===== config.mk =====
export PLATFORM = sky130hd
export DESIGN_NAME = sipo_rx_ctrl
export DESIGN_NICKNAME = d
export VERILOG_FILES = /design/src/rtl/sipo_rx_ctrl.sv
export SDC_FILE = /design/constraint.sdc
export NUM_CORES = 1
export LEC_CHECK = 0
export CAP_MARGIN = 30
export CORE_ASPECT_RATIO = 0.9
export CORE_MARGIN = 3
export CORE_UTILIZATION = 30
export DETAILED_ROUTE_END_ITERATION = 8
export PLACE_DENSITY_LB_ADDON = 0.25
export SLEW_MARGIN = 10
export SYNTH_ARGS = -nofsm -noshare
export SYNTH_HDL_FRONTEND = slang
export SYNTH_SLANG_ARGS = --single-unit
export TNS_END_PERCENT = 1

===== constraint.sdc =====
create_clock -name clk -period 2.29 [get_ports clk]
set_input_delay 0.458 -clock clk [delete_from_list [all_inputs] [get_ports clk]]
set_output_delay 0.458 -clock clk [all_outputs]
set_load 0.01 [all_outputs]

===== src/rtl/sipo_rx_ctrl.sv =====
// Serial-frame receiver: start bit, WIDTH data bits MSB-first, optional even parity, stop bit.
// Latency: the word and its error flags appear the cycle after the edge that samples the stop bit.
// Backpressure: pout_valid/pout_ready handshake. A frame that completes while a word is still pending is dropped and sets sticky overrun.
//
// Ports:
//   clk, rst           rising-edge clock, asynchronous active-low reset
//   sin, bit_en        serial line and bit strobe; sin is only looked at when bit_en=1
//   pout, pout_valid,  received word (first data bit in MSB) and its handshake
//   pout_ready
//   parity_err,        error flags that travel with the word in pout
//   frame_err
//   overrun, clr_err   sticky dropped-frame flag and its synchronous clear
//   busy               a frame is in progress
module sipo_rx_ctrl #(
  parameter int WIDTH     = 4,
  parameter bit PARITY_EN = 1'b1
) (
  input  logic             clk,
  input  logic             rst,
  input  logic             sin,
  input  logic             bit_en,
  output logic [WIDTH-1:0] pout,
  output logic             pout_valid,
  input  logic             pout_ready,
  output logic             parity_err,
  output logic             frame_err,
  output logic             overrun,
  input  logic             clr_err,
  output logic             busy
);

  localparam int CW = $clog2(WIDTH);

  typedef enum logic [1:0] {IDLE, SHIFT, PARITY, STOP} state_t;

  state_t           state, state_nxt;
  logic [WIDTH-1:0] shreg;
  logic [CW-1:0]    cnt;
  logic             par_pend;
  logic             last_bit;
  logic             start_det, shift_en, par_en, done, load, drop;

  assign last_bit = (cnt == CW'(WIDTH - 1));

  // State register
  always_ff @(posedge clk or negedge rst) begin
    if (!rst) begin
      state <= IDLE;
    end else begin
      state <= state_nxt;
    end
  end

  // Next-state logic; nothing moves without a bit strobe
  always_comb begin
    state_nxt = state;
    if (bit_en) begin
      case (state)
        IDLE:    if (!sin) state_nxt = SHIFT;
        SHIFT: begin
          if (last_bit) begin
            if (PARITY_EN) state_nxt = PARITY;
            else           state_nxt = STOP;
          end
        end
        PARITY:  state_nxt = STOP;
        STOP:    state_nxt = IDLE;
        default: state_nxt = IDLE;
      endcase
    end
  end

  // Output / control decode
  always_comb begin
    busy      = (state != IDLE);
    start_det = bit_en && (state == IDLE) && !sin;
    shift_en  = bit_en && (state == SHIFT);
    par_en    = bit_en && (state == PARITY);
    done      = bit_en && (state == STOP);
    // A consume on the completion edge frees the slot for the new word
    load      = done && (!pout_valid || pout_ready);
    drop      = done && pout_valid && !pout_ready;
  end

  // Datapath and output registers
  always_ff @(posedge clk or negedge rst) begin
    if (!rst) begin
      shreg      <= '0;
      cnt        <= '0;
      par_pend   <= 1'b0;
      pout       <= '0;
      pout_valid <= 1'b0;
      parity_err <= 1'b0;
      frame_err  <= 1'b0;
      overrun    <= 1'b0;
    end else begin
      if (start_det) begin
        cnt      <= '0;
        par_pend <= 1'b0;
      end

      if (shift_en) begin
        shreg <= {shreg[WIDTH-2:0], sin};
        cnt   <= cnt + CW'(1);
      end

      // Even parity: the received bit must equal the XOR of the data bits
      if (par_en) begin
        par_pend <= sin ^ (^shreg);
      end

      if (load) begin
        pout       <= shreg;
        parity_err <= par_pend;
        frame_err  <= !sin;
        pout_valid <= 1'b1;
      end else if (pout_valid && pout_ready) begin
        pout_valid <= 1'b0;
      end

      // Set has priority over clear
      if (drop) begin
        overrun <= 1'b1;
      end else if (clr_err) begin
        overrun <= 1'b0;
      end
    end
  end

endmodule


; Word level (Yosys, flattened, before mapping)
; Index checks and enable logic that the tools add are counted.
[word_totals]
regBits = 17
elab_cells = 49
[classes]
add_sub_neg = 1
reduce_logical = 21
muxes = 11
n_eq_ne = 6
n_bitwise = 1
[op_table]
columns = cell, count
row1 = 2-bit nonzero test, 5
row2 = 1-bit logical AND, 9
row3 = 2-bit 2-to-1 mux, 4
row4 = 2-bit one-hot mux with 4 select lines, 1
row5 = 2-bit == test (second input constant), 3
row6 = 1-bit 2-to-1 mux, 6
row7 = 2-bit inequality test (second input constant), 2
row8 = 4-bit XOR reduction, 1
row9 = 1-bit zero test, 3
row10 = 3-bit AND reduction, 1
row11 = 2-bit by 1-bit adder with 2-bit output (second input constant), 1
row12 = 2-bit by 1-bit == test with 1-bit output (second input constant), 1
row13 = 2-bit zero test, 1
row14 = 1-bit logical OR, 1
row15 = 1-bit bitwise XOR, 1

; Longest topological paths before layout
; Gate-level depths: netlist of the first run.
[depth]
word_depth = 5
ltp_mapped = 5

; Least setup slack after synthesis of the first run
; OpenSTA, ideal clock, no wires.
[synth_path]
path_type = register to register
start = reg state[0]
end = reg state[1]
arrival_ns = 1.342
stages_incl_launch_ff = 5
slack_ns = 0.824
setup_ns = 0.125
n_path_buf = 0
t_required_ns = 2.165
cell_sequence = dfrtp_1 -> inv_1 -> ha_1 -> a221oi_1 -> mux2_2
[synth_between]
elab_chain_cells = 3
word_cells_on_any_way = 8
[synth_lines]
columns = element, line
row1 = from (decl), 36  ; state_t state, state_nxt;
row2 = from (signal assigned), 50  ; state <= state_nxt;
row3 = 2-bit by 1-bit == test with 1-bit output / 2-bit zero test (equally long branches), 58  ; case (state)
row4 = 2-bit inequality test (no source line), --
row5 = 3-bit AND reduction (no source line), --
; Parallel ways exist; a longest one is shown, timed or not.
; A chain may end at the register's enable or synchronous reset.

; Worst setup path in the final report of the first run
[layout_path]
start = reg state[0]
end = out busy
[layout_between]
elab_chain_cells = 1
[layout_lines]
columns = element, line
row1 = 2-bit nonzero test, 75  ; busy = (state != IDLE);
row2 = to (decl), 29  ; output logic busy
; Every way passes these cells.

==> impl_summary.md, run 1 <==
Die
The die extent in x is 60.1 µm. The vertical extent of the die is 54.7 µm. 15 I/O pins were placed. For this configuration, the core starts out at a cell density of 0.337.

The floorplan has 16 rows. The area of the die is 3280 µm². After floorplanning, the core was sized to cover 2340 µm².

STA
After layout, the minimum clock period comes to 2.08 ns. The final-report hold violation count is 0. Setup slack on the critical path of the routed design comes to 0.211 ns. Setup violations remaining at the end of the flow were counted as 0. At the pin with the least slew margin, the transition time is 0.384 ns. For the final database, setup skew stands at 0.00310 ns.

Adding up every negative setup slack in the final design gives 0 ns. Setup repair after global routing left no endpoint under its margin. The count of pins over their slew limit came to 0. The final hold slack is 0.495 ns.

Timing would allow up to 0.481 GHz. The tightest slew margin relative to the limit is 0.744. In the finished design, the share of the clock period the worst path needs comes to 0.908.

Finish
In the final layout, the share of cells above drive strength 1 is 0.213. The count of non-filler cells in the finished layout is 107. The layout has 224 filler cells. The count of antenna diodes in the layout is 0.

The final core area utilization is 0.427. After the last flow step, the layout net total stands at 92. The post-route cell area is 1000 µm². Relative to the synthesized area, the layout overhead comes to 26.6%.

Hold path
The path category of the worst min-delay check is in2async.

Routing
The total length of routed wires is 1350 µm. After detailed routing, the number of remaining DRC violations is 0. The antenna violation net count after detailed routing is 0.

The violation count after the first detailed-routing iteration is 8. The post-detailed-route wirelength per cell is 12.6 µm. The total number of vias is 491. Using the TritonRoute via totals, the vias-per-cell ratio works out to 4.59. The first detailed-routing pass ran for 4 iterations.

Worst setup path
The critical path is of the reg2out type. The endpoint required time on the critical path is 1.83 ns. The endpoint of the most critical register-to-register path is state[1]. The launch point of the worst reg-to-reg path is state[0].

The reg2reg setup slack is 0.66 ns. The worst-case reg-to-reg path depth is 4. Along the worst path, the maximum fanout reaches 4.

The startpoint type of the worst setup path is a flip-flop. The worst setup path is captured at a primary output. The worst endpoint data arrival time is 1.62 ns.

GRT
The wire length of the first global-routing pass is 2280 µm. Summed over all layers, the global routing overflow is 0. The number of antenna violations at the first check in global routing came to 0. The global routing usage summed across all routing layers is 0.0975.

The number of global-route vias before repair was 474. Entering global routing, the biggest net connects 18 pins.

Synth
The number of register bits inferred by synthesis is 17. The sequential share of the synthesized area is 0.539. For this run, the number of Yosys warnings is 0. The synthesized area per cell is 12.9 µm². The post-synth design cell area is 790 µm².

The synthesized instance count is 61. Counting every net in the synthesized netlist gives 72. Synthesis instantiated 22 different standard cells from the library.

Clock tree
The clock tree from TritonCTS is yes. In this run the number of H-tree levels came out at 1. The clock latency reported for the late side of the worst-skew pair is 0.28 ns. For this design, the CTS-stage hold fixing added 0 buffers. Counting every sink on the clock net gives 17. In this run the deepest clock path goes through 2 buffers. After clock tree synthesis, the clock-pin slew on the worst setup and hold paths is 0.09 ns. The root buffer cell is sky130_fd_sc_hd__clkbuf_4.

The number of buffers created by CTS is 3. Once the clock tree was built, the resizer swapped 0 gates to a different size. The post-CTS repair timing setup buffer count is 0.

Placement
The number of placed instances, taps included, is 103. The placer congestion estimate is 0.717. In this run the cell area measured after placement is 973 µm². The number of input and output port buffers inserted is 14. Timing analysis after detailed placement gives a worst setup slack of 0.285 ns.

The estimated wirelength of the detail-placed design is 994 µm.

Run
The count of maximum capacitance violations is 0.

Power
The total power is 1.32 mW. The total power density per cell area is 1320 nW/µm². In this run the static leakage power is 0.470 nW. IR analysis of the VDD net gives a maximum drop of 0.000852 V.

Outcome
The run finished with clean final reports.
synthesized netlist by cell type:
| master | instances | area (µm²) |
|---|---|---|
| sky130_fd_sc_hd__a2bb2oi_1 | 1 | 8.76 |
| sky130_fd_sc_hd__xnor3_1 | 1 | 22.5 |
| sky130_fd_sc_hd__ha_1 | 5 | 62.6 |
| sky130_fd_sc_hd__xnor2_1 | 1 | 8.76 |
| sky130_fd_sc_hd__nor2b_1 | 1 | 6.26 |
| sky130_fd_sc_hd__buf_2 | 1 | 5.00 |
| sky130_fd_sc_hd__dfrtp_1 | 17 | 425 |
| sky130_fd_sc_hd__nand2_1 | 3 | 11.3 |
| sky130_fd_sc_hd__nand2b_1 | 1 | 6.26 |
| sky130_fd_sc_hd__xor2_1 | 1 | 8.76 |
| sky130_fd_sc_hd__and2b_2 | 1 | 8.76 |
| sky130_fd_sc_hd__o21ai_0 | 2 | 10.0 |
| sky130_fd_sc_hd__o22ai_1 | 1 | 6.26 |
| sky130_fd_sc_hd__a21o_1 | 1 | 7.51 |
| sky130_fd_sc_hd__a32o_2 | 1 | 11.3 |
| sky130_fd_sc_hd__a221oi_1 | 1 | 8.76 |
| sky130_fd_sc_hd__a32o_1 | 1 | 10.0 |
| sky130_fd_sc_hd__inv_1 | 7 | 26.3 |
| sky130_fd_sc_hd__nor2_1 | 2 | 7.51 |
| sky130_fd_sc_hd__a21oi_1 | 1 | 5.00 |
| sky130_fd_sc_hd__mux2i_1 | 1 | 10.0 |
| sky130_fd_sc_hd__mux2_2 | 10 | 113 |
critical path, cell delays in order (launching register included):
cell                              delay, ns
sky130_fd_sc_hd__dfrtp_1               0.42
sky130_fd_sc_hd__inv_1                 0.09
sky130_fd_sc_hd__ha_1                  0.24
sky130_fd_sc_hd__inv_1                 0.06
sky130_fd_sc_hd__clkdlybuf4s50_1       0.53
cells by family after synthesis:
logic type      share of synthesized area
simple gates                       0.0507
flops                               0.539
compound gates                     0.0856
fa+ha+maj                          0.0792
mux                                 0.155
buf+inv                            0.0396
xor+xnor                           0.0507
worst max path at each step:
stage                  start        to  slack [ns]  depth (start not counted)
finish              state[0]      busy        0.21                          4
global route        state[0]      busy        0.11                          4
CTS                 state[0]      busy        0.19                          4
detailed placement       sin  par_pend        0.29                          4
global placement         sin  par_pend        0.25                          4
floorplan           state[0]  state[1]        0.82                          4
area by class of cell:
| type | instances | area, µm² | area share |
|---|---|---|---|
| multi-input combinational | 36 | 333 | 0.333 |
| timing repair buffer | 16 | 155 | 0.155 |
| clock buffer | 4 | 26.3 | 0.0263 |
| tap | 27 | 33.8 | 0.0338 |
| sequential | 17 | 425 | 0.426 |
| inverter | 7 | 26.3 | 0.0263 |
state kept, by name (all words and copies together), names as in the netlist:
signal and count:
overrun 1, frame_err 1, shreg 4, state 2
cnt 2, parity_err 1, par_pend 1, pout_valid 1
pout 4
power breakdown:
group          internal (mW)  switching [mW]
sequential             0.442           0.104
clock                 0.0676          0.0884
combinational          0.376           0.241
cells in the final DEF, fill, tap and decap left out, types with 2 or more instances in the layout:
cell type,n
sky130_fd_sc_hd__nand2_1,3
sky130_fd_sc_hd__inv_1,7
sky130_fd_sc_hd__clkdlybuf4s50_1,14
sky130_fd_sc_hd__ha_1,5
sky130_fd_sc_hd__o21ai_0,2
sky130_fd_sc_hd__dfrtp_1,17
sky130_fd_sc_hd__nor2_1,2
sky130_fd_sc_hd__clkbuf_4,3
sky130_fd_sc_hd__buf_4,2
sky130_fd_sc_hd__mux2_2,10
metal layers:
metal	GRT usage	wire length, µm	share of wire
met1	0.140	711	0.53
met5	0	0	0
met2	0.133	560	0.41
met4	0.0111	0	0
met3	0.0495	80	0.059
No activity file was read; power rests on OpenSTA's default activity.
==> run 2, diff against run 1 <==
--- a/config.mk
+++ b/config.mk
@@ -6,7 +6,7 @@
 export NUM_CORES = 1
 export LEC_CHECK = 0
 export CAP_MARGIN = 30
-export CORE_ASPECT_RATIO = 0.9
+export CORE_ASPECT_RATIO = 1.2
 export CORE_MARGIN = 3
 export CORE_UTILIZATION = 30
 export DETAILED_ROUTE_END_ITERATION = 8
==> impl_summary.md, run 2 (synthesized netlist as in run 1, its figures left out) <==
Die
The site row count is 19 (+3). The starting density of the core is 0.329 (-0.00826). The I/O pin count is 15 (unchanged).

The core footprint is 2400 µm² (+2.5%). The vertical extent of the die came to 62.2 µm (+14%). The die extent in x came to 52.8 µm (-12%). The area of the die is 3290 µm² (about the same).

STA
Setup repair after global routing left no endpoint under its margin. The final setup violation count is 0 (unchanged). The clock tree skew after final layout is 0.00153 ns (-0.00156 ns). The total negative slack for setup checks is 0 ns (unchanged). The count of pins over their slew limit is 0 (unchanged).

The worst path setup slack after routing was 0.251 ns (+0.0400 ns). The highest clock rate is 0.490 GHz (+2.0%). The period utilization is 0.890 (-0.0175). The final-report hold violation count is 0 (unchanged).

The post-route minimum period came to 2.04 ns (-0.0400 ns). The tightest slew margin relative to the limit is 0.772 (+0.0276). The transition time at the pin with the least slew margin is 0.342 ns (-0.0414 ns).

Placement
The number of input and output port buffers inserted came to 14 (unchanged). The worst setup timing slack at the placement stage is 0.300 ns (+0.0154 ns). The placer congestion estimate came to 0.702 (-2.0%).

The estimated wirelength of the detail-placed design is 997 µm (+0.25%).

Clock tree
The number of levels in the clock H-tree came to 1 (unchanged). In this run the clock root is driven by a sky130_fd_sc_hd__clkbuf_4. The number of clock sinks seen by CTS is 17 (unchanged).

The number of hold-repair buffers added at the cts stage is 0 (unchanged). The post-CTS repair timing setup buffer count is 0 (unchanged). TritonCTS built the clock tree.

The post-cts sizing count is 0 (unchanged). The post-CTS clock slew at the launch and capture registers of the worst setup and hold paths is 0.09 ns (about the same). The number of buffers created by CTS is 3 (unchanged). The clock latency reported for the late side of the worst-skew pair was 0.28 ns (about the same). The maximum root-to-sink buffer count was 2 (unchanged).

Run
The count of maximum capacitance violations was 0 (unchanged).

GRT
The largest net degree at the start of global routing is 18 (unchanged). The wire length of the first global-routing pass is 2260 µm (-1.2%). The remaining global-route overflow is 0 (unchanged). The global routing usage summed across all routing layers came to 0.0945 (-0.00306). The number of antenna violations at the first check in global routing is 0 (unchanged).

The number of global-route vias before repair came to 513 (+8.2%).

Finish
The count of antenna diodes in the layout is 0 (unchanged). In the layout the commonest cells are sky130_fd_sc_hd__dfrtp_1 (17), sky130_fd_sc_hd__clkdlybuf4s50_1 (14), sky130_fd_sc_hd__mux2_2 (10), sky130_fd_sc_hd__inv_1 (7), sky130_fd_sc_hd__ha_1 (5). The area added between synthesis and finish is 27.3%. Leaving out fill and tap cells, the most frequent cell in the layout is sky130_fd_sc_hd__dfrtp_1. The number of nets at the end of the flow is 92 (unchanged). The fraction of final layout cells sized beyond drive strength 1 is 0.213 (unchanged). The largest registers in the layout are pout (4), shreg (4).

Hold path
The worst hold path belongs to the class in2async.

Worst setup path
The critical path is of the reg2out type. The endpoint required time on the critical path came to 1.83 ns (about the same). The critical-path maximum fanout is 4 (unchanged).

The endpoint class of the critical path is a primary output. The startpoint type of the worst setup path is a flip-flop. The worst endpoint data arrival time is 1.58 ns (-0.04 ns).

Routing
The vias per cell was 4.55 (-0.86%). The post-detailed-route wirelength per cell is 11.6 µm (-8.1%). The total length of routed wires came to 1290 µm (-4.7%). The violation count after the first detailed-routing iteration is 2 (-6).

The antenna violation net count after detailed routing came to 0 (unchanged). The total number of vias came to 505 (+2.9%). The DRC violation count after routing is 0 (unchanged).

The iteration count of the initial detailed-routing pass is 4 (unchanged).

Power
The total power density per cell area is 1300 nW/µm² (-1.2%). The highest ir drop seen on vdd is 0.000433 V (-49%). The leakage power summed over all cells is 0.470 nW (unchanged).

Outcome
The flow ran to the end, and the final reports show no timing, DRC or antenna violations.
run 2: where the power goes:
part	switching [mW]	total, mW	internal (mW)	leakage, nW
sequential	0.0980	0.540	0.442	0.209
combinational	0.236	0.612	0.376	0.246
clock	0.0892	0.157	0.0676	0.0150
total	0.423	1.31	0.886	0.470
run 2: per-layer routing:
metal / part of all wire / vias up / global-route usage
met1: 0.41 / 246 / 0.0991
met3: 0.036 / 2 / 0.0215
met4: 0.021 / 0 / 0.0671
met2: 0.53 / 10 / 0.158
met5: 0 / - / 0
li1: - / 247 / -
run 2: final timing paths:
check / end / depth (start not counted) / slack, ns / from
worst min register to register: pout[2] / 1 / 0.51 / pout[2]
min in group clk: pout[2] / 1 / 0.51 / pout[2]
max in group asynchronous: pout[1] / 2 / 1.62 / rst
worst min-delay path: pout_valid / 2 / 0.49 / rst
worst max-delay path: busy / 4 / 0.25 / state[0]
worst max register to register: state[1] / 4 / 0.74 / state[0]
run 2: layout make-up:
cell class / count / area (µm²)
timing repair buffer: 16 / 155
clock buffer: 4 / 26.3
multi-input combinational: 36 / 333
tap: 31 / 38.8
fill: 232 / 1400
sequential: 17 / 425
inverter: 7 / 26.3
run 2: per-stage QoR:
step                      utilization  power, mW  hold slack (ns)  cell area [µm²]  instances
after floorplan                     -      0.930            0.162              790         61
after global placement          0.408       1.16            0.483              978        107
after detailed placement        0.408       1.18            0.486              978        107
after CTS                       0.418       1.34            0.489             1000        111
after global routing            0.418       1.43            0.490             1000        111
final                           0.418       1.31            0.488             1000        111
run 2: worst max-delay path, cell delays in order, from the launching register on:
cell                              delay, ns
sky130_fd_sc_hd__dfrtp_1               0.40
sky130_fd_sc_hd__inv_1                 0.07
sky130_fd_sc_hd__ha_1                  0.23
sky130_fd_sc_hd__inv_1                 0.06
sky130_fd_sc_hd__clkdlybuf4s50_1       0.53
